===== src/rtl/mdu_iter.sv =====
// Iterative RV32M multiply/divide unit: 32-cycle shift-add multiply and restoring divide.
// Define MDU_FAST_MUL_EN to compute multiplies combinationally (IDLE -> DONE in one cycle).
module mdu_iter #(
  parameter int XLEN      = 32,
  parameter int ITER_BITS = 6
) (
  input  logic            clk_i,
  input  logic            rst_ni,
  input  logic            start_i,
  input  logic [2:0]      funct3_i,
  input  logic [XLEN-1:0] rs1_data_i,
  input  logic [XLEN-1:0] rs2_data_i,
  input  logic [4:0]      rd_addr_i,
  input  logic            flush_i,
  output logic            busy_o,
  output logic            done_o,
  output logic            rd_wren_o,
  output logic [4:0]      rd_addr_o,
  output logic [XLEN-1:0] rd_data_o
);

  typedef enum logic [1:0] {S_IDLE, S_MUL, S_DIV, S_DONE} state_e;

  localparam logic [XLEN-1:0]      INT_MIN = {1'b1, {(XLEN-1){1'b0}}};
  localparam logic [ITER_BITS-1:0] LAST    = ITER_BITS'(XLEN - 1);

  state_e               state_q, state_d;
  logic [ITER_BITS-1:0] cnt_q, cnt_d;
  logic [2*XLEN-1:0]    acc_q, acc_d;
  logic [XLEN-1:0]      opb_q, opb_d;
  logic [2:0]           f3_q, f3_d;
  logic [4:0]           rd_addr_q, rd_addr_d;
  logic                 neg_q, neg_d;
  logic                 done_q, done_d;
  logic [XLEN-1:0]      rd_data_q, rd_data_d;

  // Operand decode at acceptance
  logic            is_div, a_sgn, b_sgn, a_neg, b_neg, neg_acc;
  logic [XLEN-1:0] a_mag, b_mag, special_res;
  logic            div_zero, div_ovf, special;

  assign is_div   = funct3_i[2];
  assign a_sgn    = is_div ? ~funct3_i[0] : (funct3_i[1:0] != 2'b11);
  assign b_sgn    = is_div ? ~funct3_i[0] : ~funct3_i[1];
  assign a_neg    = a_sgn & rs1_data_i[XLEN-1];
  assign b_neg    = b_sgn & rs2_data_i[XLEN-1];
  assign a_mag    = a_neg ? -rs1_data_i : rs1_data_i;
  assign b_mag    = b_neg ? -rs2_data_i : rs2_data_i;
  // Remainder follows the dividend; quotient and product follow the sign difference.
  assign neg_acc  = (is_div && funct3_i[1]) ? a_neg : (a_neg ^ b_neg);

  assign div_zero = is_div && (rs2_data_i == '0);
  assign div_ovf  = is_div && !funct3_i[0] && (rs1_data_i == INT_MIN) && (rs2_data_i == '1);
  assign special  = div_zero || div_ovf;
  assign special_res = div_zero ? (funct3_i[1] ? rs1_data_i : '1)
                                : (funct3_i[1] ? '0 : INT_MIN);

`ifdef MDU_FAST_MUL_EN
  logic [XLEN:0]     fm_a, fm_b;
  logic [2*XLEN-1:0] fm_p;
  logic [XLEN-1:0]   fast_res;

  assign fm_a     = {a_neg, rs1_data_i};
  assign fm_b     = {b_neg, rs2_data_i};
  assign fm_p     = {{(XLEN-1){fm_a[XLEN]}}, fm_a} * {{(XLEN-1){fm_b[XLEN]}}, fm_b};
  assign fast_res = (funct3_i[1:0] == 2'b00) ? fm_p[XLEN-1:0] : fm_p[2*XLEN-1:XLEN];
`endif

  // One iteration of shift-add multiply: acc = {partial high, remaining multiplier}.
  logic [XLEN:0]     mul_sum;
  logic [2*XLEN-1:0] mul_nxt, mul_prod;
  logic [XLEN-1:0]   mul_res;

  assign mul_sum  = {1'b0, acc_q[2*XLEN-1:XLEN]} + (acc_q[0] ? {1'b0, opb_q} : '0);
  assign mul_nxt  = {mul_sum, acc_q[XLEN-1:1]};
  assign mul_prod = neg_q ? -mul_nxt : mul_nxt;
  assign mul_res  = (f3_q[1:0] == 2'b00) ? mul_prod[XLEN-1:0] : mul_prod[2*XLEN-1:XLEN];

  // One iteration of restoring divide: acc = {remainder, dividend/quotient}.
  logic [XLEN:0]     div_diff;
  logic [2*XLEN-1:0] div_nxt;
  logic [XLEN-1:0]   div_sel, div_res;

  assign div_diff = acc_q[2*XLEN-1:XLEN-1] - {1'b0, opb_q};
  assign div_nxt  = div_diff[XLEN] ? {acc_q[2*XLEN-2:0], 1'b0}
                                   : {div_diff[XLEN-1:0], acc_q[XLEN-2:0], 1'b1};
  assign div_sel  = f3_q[1] ? div_nxt[2*XLEN-1:XLEN] : div_nxt[XLEN-1:0];
  assign div_res  = neg_q ? -div_sel : div_sel;

  always_comb begin
    state_d   = state_q;
    cnt_d     = cnt_q;
    acc_d     = acc_q;
    opb_d     = opb_q;
    f3_d      = f3_q;
    rd_addr_d = rd_addr_q;
    neg_d     = neg_q;
    done_d    = 1'b0;
    rd_data_d = rd_data_q;
    unique case (state_q)
      S_IDLE: begin
        if (start_i && !flush_i) begin
          f3_d      = funct3_i;
          rd_addr_d = rd_addr_i;
          neg_d     = neg_acc;
          cnt_d     = '0;
          if (is_div) begin
            opb_d = b_mag;
            acc_d = {{XLEN{1'b0}}, a_mag};
            if (special) begin
              state_d   = S_DONE;
              done_d    = 1'b1;
              rd_data_d = special_res;
            end else begin
              state_d = S_DIV;
            end
          end else begin
`ifdef MDU_FAST_MUL_EN
            state_d   = S_DONE;
            done_d    = 1'b1;
            rd_data_d = fast_res;
`else
            opb_d   = a_mag;
            acc_d   = {{XLEN{1'b0}}, b_mag};
            state_d = S_MUL;
`endif
          end
        end
      end
      S_MUL, S_DIV: begin
        if (flush_i) begin
          state_d = S_IDLE;
          cnt_d   = '0;
        end else begin
          acc_d = (state_q == S_MUL) ? mul_nxt : div_nxt;
          cnt_d = cnt_q + 1'b1;
          if (cnt_q == LAST) begin
            state_d   = S_DONE;
            done_d    = 1'b1;
            rd_data_d = (state_q == S_MUL) ? mul_res : div_res;
          end
        end
      end
      S_DONE:  state_d = S_IDLE;
      default: state_d = S_IDLE;
    endcase
  end

  always_ff @(posedge clk_i or negedge rst_ni) begin
    if (!rst_ni) begin
      state_q   <= S_IDLE;
      cnt_q     <= '0;
      acc_q     <= '0;
      opb_q     <= '0;
      f3_q      <= '0;
      rd_addr_q <= '0;
      neg_q     <= 1'b0;
      done_q    <= 1'b0;
      rd_data_q <= '0;
    end else begin
      state_q   <= state_d;
      cnt_q     <= cnt_d;
      acc_q     <= acc_d;
      opb_q     <= opb_d;
      f3_q      <= f3_d;
      rd_addr_q <= rd_addr_d;
      neg_q     <= neg_d;
      done_q    <= done_d;
      rd_data_q <= rd_data_d;
    end
  end

  // A flush landing in DONE squashes the write-back pulse.
  assign busy_o    = (state_q == S_MUL) || (state_q == S_DIV);
  assign done_o    = done_q && !flush_i;
  assign rd_wren_o = done_o && (rd_addr_q != 5'd0);
  assign rd_addr_o = rd_addr_q;
  assign rd_data_o = rd_data_q;

endmodule


===== config.mk =====
export PLATFORM = sky130hd
export DESIGN_NAME = mdu_iter
export DESIGN_NICKNAME = d
export VERILOG_FILES = /design/src/rtl/mdu_iter.sv
export SDC_FILE = /design/constraint.sdc
export NUM_CORES = 1
export LEC_CHECK = 0
export CAP_MARGIN = 20
export CORE_UTILIZATION = 35
export DETAILED_ROUTE_END_ITERATION = 7
export MAX_ROUTING_LAYER = met4
export PLACE_DENSITY_LB_ADDON = 0.12
export SLEW_MARGIN = 20
export SYNTH_ARGS = -nofsm -noshare
export SYNTH_HDL_FRONTEND = slang
export SYNTH_SLANG_ARGS = --single-unit

===== constraint.sdc =====
create_clock -name clk_i -period 10 [get_ports clk_i]
set_clock_uncertainty 0.05 [all_clocks]
set_input_delay 1.5 -clock clk_i [delete_from_list [all_inputs] [get_ports clk_i]]
set_output_delay 1.5 -clock clk_i [all_outputs]
set_load 0.1 [all_outputs]

==> impl_metrics.json <==
{
  "hp-start": "cnt_q[5]",
  "start_util_pct": 35.70,
  "final_cell_mix": "nand2_1 (266), nor2_1 (235), o21ai_0 (233)",
  "die-height_microns": 226.1,
  "post_cts.repair.setup_buffers": 0,
  "worst_slew_margin_pct": 31.21,
  "layout.cells.non_filler": 3085,
  "synth_cells": 2423,
  "cp_common_cell": "inv_1",
  "worst_path_largest_cell_delay_ns": 0.59,
  "hp-class": "reg2reg",
  "worstMarginPinSlew_ns": 1.026,
  "htree_num_levels": 4,
  "reg2reg_slack_ns": 3.63,
  "first_global_vias": 17348,
  "clk_root_buffer_cell": "clkbuf_16",
  "finalWirelength_mm": 72.55,
  "detail_route.first_pass.iterations": 6,
  "cts.reportedPaths.clkPinSlew_ns": 0.07,
  "ys_seq_area_share_pct": 20.64,
  "grt_setup_unrepaired": "false",
  "synth_largest_type_area_fraction_pct": 20.64,
  "timing.critical_path.max_delay_family": "compound AO/OA/AOI/OAI gates",
  "criticalPathCategory": "reg2reg",
  "synth_cell_type_count": 99,
  "routed_via_density": 6.011,
  "critPathBufInv": 4,
  "post-synth-top-area-cell": "dfrtp_1",
  "required_ns": 10.33,
  "ff2ff_path_depth": 23,
  "async_reset_ff_share_pct": 100.0,
  "min_delay_path_depth": 1,
  "synth_top_cells_by_area": "dfrtp_1 (21%), o21ai_0 (6.6%), a21oi_1 (5.9%), nand2_1 (5.7%), xnor2_1 (5.4%)",
  "die_area_sq_mm": 0.05114,
  "clock_insertion_delay_worst_skew_ns": 0.47,
  "cp.arrival_ns": 6.70,
  "die_width_microns": 226.1,
  "reg2reg_to": "rd_data_o[28]",
  "drt.antenna.violating_nets": 0,
  "timing.max_cap.violations": 0,
  "postLayoutCellArea_sq_mm": 0.01968,
  "finish.net_count": 2559,
  "grt_antenna_before_repair": 1,
  "drt_iter0_markers": 1827,
  "route.detailed.wl_per_inst_microns": 23.52,
  "max-clock-path-buffers": 2,
  "grt_pass1_wl_mm": 109.7,
  "cts_tree": "built",
  "design.core.area_sq_mm": 0.04925,
  "vias": 18545,
  "synth-main-ff-cell": "dfrtp_1",
  "cp_slowest_cell": "nor4b_4",
  "layout_commonest_cell": "nand2_1",
  "setup.worst_path.end_class": "flop",
  "drc": 0,
  "run_status": "finished clean",
  "r2r-start": "acc_q[31]",
  "area_growth_syn_to_layout_pct": 11.92,
  "synthesis_stage_register_bit_count": 145,
  "ioPinCount": 116,
  "grt.overflow.total": 0,
  "place_congestion": 0.9458,
  "startpoint_type": "flop",
  "hold_path_end": "cnt_q[5]",
  "synth.avg_cell_area_sq_um": 7.257,
  "timing.final.setup_violations": 0,
  "ctsHoldBuffers": 0,
  "mappedNetlistArea_sq_mm": 0.01758,
  "final_period_util_pct": 63.73,
  "floorplan.rows": 81,
  "grt_usage_pct": 29.42,
  "timing.critical_path.cells": "inv_1 > ha_1 > inv_1 > fa_1 > a211oi_1 > o211ai_1 > a211oi_1 > o211ai_1 > nand3_2 > buf_4 > mux2i_1 > nor2_1 > a21oi_1 > ha_1 > o21ai_0 > inv_1 > o221ai_1 > nor4_1 > nand3_1 > nor4b_4 > a31oi_1 > o31a_1 > a211oi_2",
  "finalCriticalPeriod_ns": 6.373,
  "cts.sinks": 145,
  "grt_start_max_net_pins": 88,
  "port-buffer-count": 115,
  "number_of_gates_given_a_new_drive_strength_after_cts": 0,
  "max_freq_ghz": 0.1569,
  "yosys_warnings": 0,
  "net_count_after_synthesis": 2575,
  "drive_above_1_share_pct": 6.364,
  "final_max_slew_viol_count": 0,
  "setup-tns-final_ns": 0,
  "crit_fanout": 45,
  "hold_violations": 0,
  "placed_cell_count": 3052,
  "number_of_enable_type_register_cells_in_the_synthesized_netlist": 0,
  "fillCellCount": 5204,
  "cts-buffers-inserted": 17,
  "total_cell_area_at_the_placement_stage_sq_mm": 0.01911,
  "detailed_place_hpwl_mm": 56.59
}
==> synthesized netlist by cell type, types with 9 or more instances <==
library cell  instances
a211oi_1             55
a21o_1               32
a21oi_1             207
a22o_1               16
a31oi_1              32
a41oi_1              13
and2_1               49
and3_1               11
buf_1                20
buf_2                20
clkbuf_1            131
dfrtp_1             145
ha_1                 74
inv_1                67
mux2_2               41
mux2i_1              46
nand2_1             266
nand2b_1             22
nand3_1              43
nand4_1              28
nor2_1              236
nor2b_1              13
nor3_1               65
nor4_1               26
o211ai_1             47
o21a_1               22
o21ai_0             233
o21ai_1               9
o31ai_1              35
o41ai_1              12
or2_2                11
or3_1                35
xnor2_1             108
xor2_1               82
==> cell families after synthesis <==
group	after synthesis	synth area share (%)
compound gates	827	30.48
fa+ha+maj	76	5.494
xor+xnor	190	9.464
flops	145	20.64
buf+inv	242	5.394
simple gates	856	23.29
mux	87	5.244
==> worst max path at each step <==
stage	to	cells after the start	from
after global placement	rd_data_o[28]	23	acc_q[31]
after detailed placement	rd_data_o[28]	23	acc_q[31]
after CTS	rd_data_o[28]	23	acc_q[31]
after floorplan	rd_wren_o	2	flush_i
after global routing	rd_data_o[28]	23	acc_q[31]
final	rd_data_o[28]	23	acc_q[31]
==> sequential cells by signal, indices dropped and copies added (netlist names) <==
register   count
state_q        2
rd_addr_o      5
rd_data_o     32
f3_q           2
acc_q         64
opb_q         32
cnt_q          6
neg_q          1
done_q         1
==> layout make-up <==
class	count	area, sq um	area share, %
clock buffer	19	432.9	2.200
multi-input combinational	2036	13060	66.38
clock inverter	13	137.6	0.6994
tap	664	830.8	4.222
inverter	69	259.0	1.316
timing repair buffer	138	1323	6.720
antenna	1	2.502	0.01272
sequential	145	3631	18.45
==> layer usage <==
metal	vias to the layer above	global-route usage, %	part of all wire [%]
li1	8803	-	-
met1	9045	41.82	49
met2	626	44.24	44
met3	71	3.708	5.8
met4	0	6.386	1.7
met5	-	-	0
==> per-stage QoR <==
stage | hold slack, ns | worst slack [ns] | util (%)
3_5_place_dp | 0.4336 | 3.623 | 38.79
2_1_floorplan | 0.3958 | 4.699 | -
4_1_cts | 0.4428 | 3.584 | 39.95
5_1_grt | 0.4696 | 3.062 | 39.95
3_3_place_gp | 0.4211 | 3.873 | 38.79
6_report | 0.4442 | 3.627 | 39.95
Power is not shown: default switching activity piles up to over one toggle a cycle in this logic, so the estimate is an artifact.
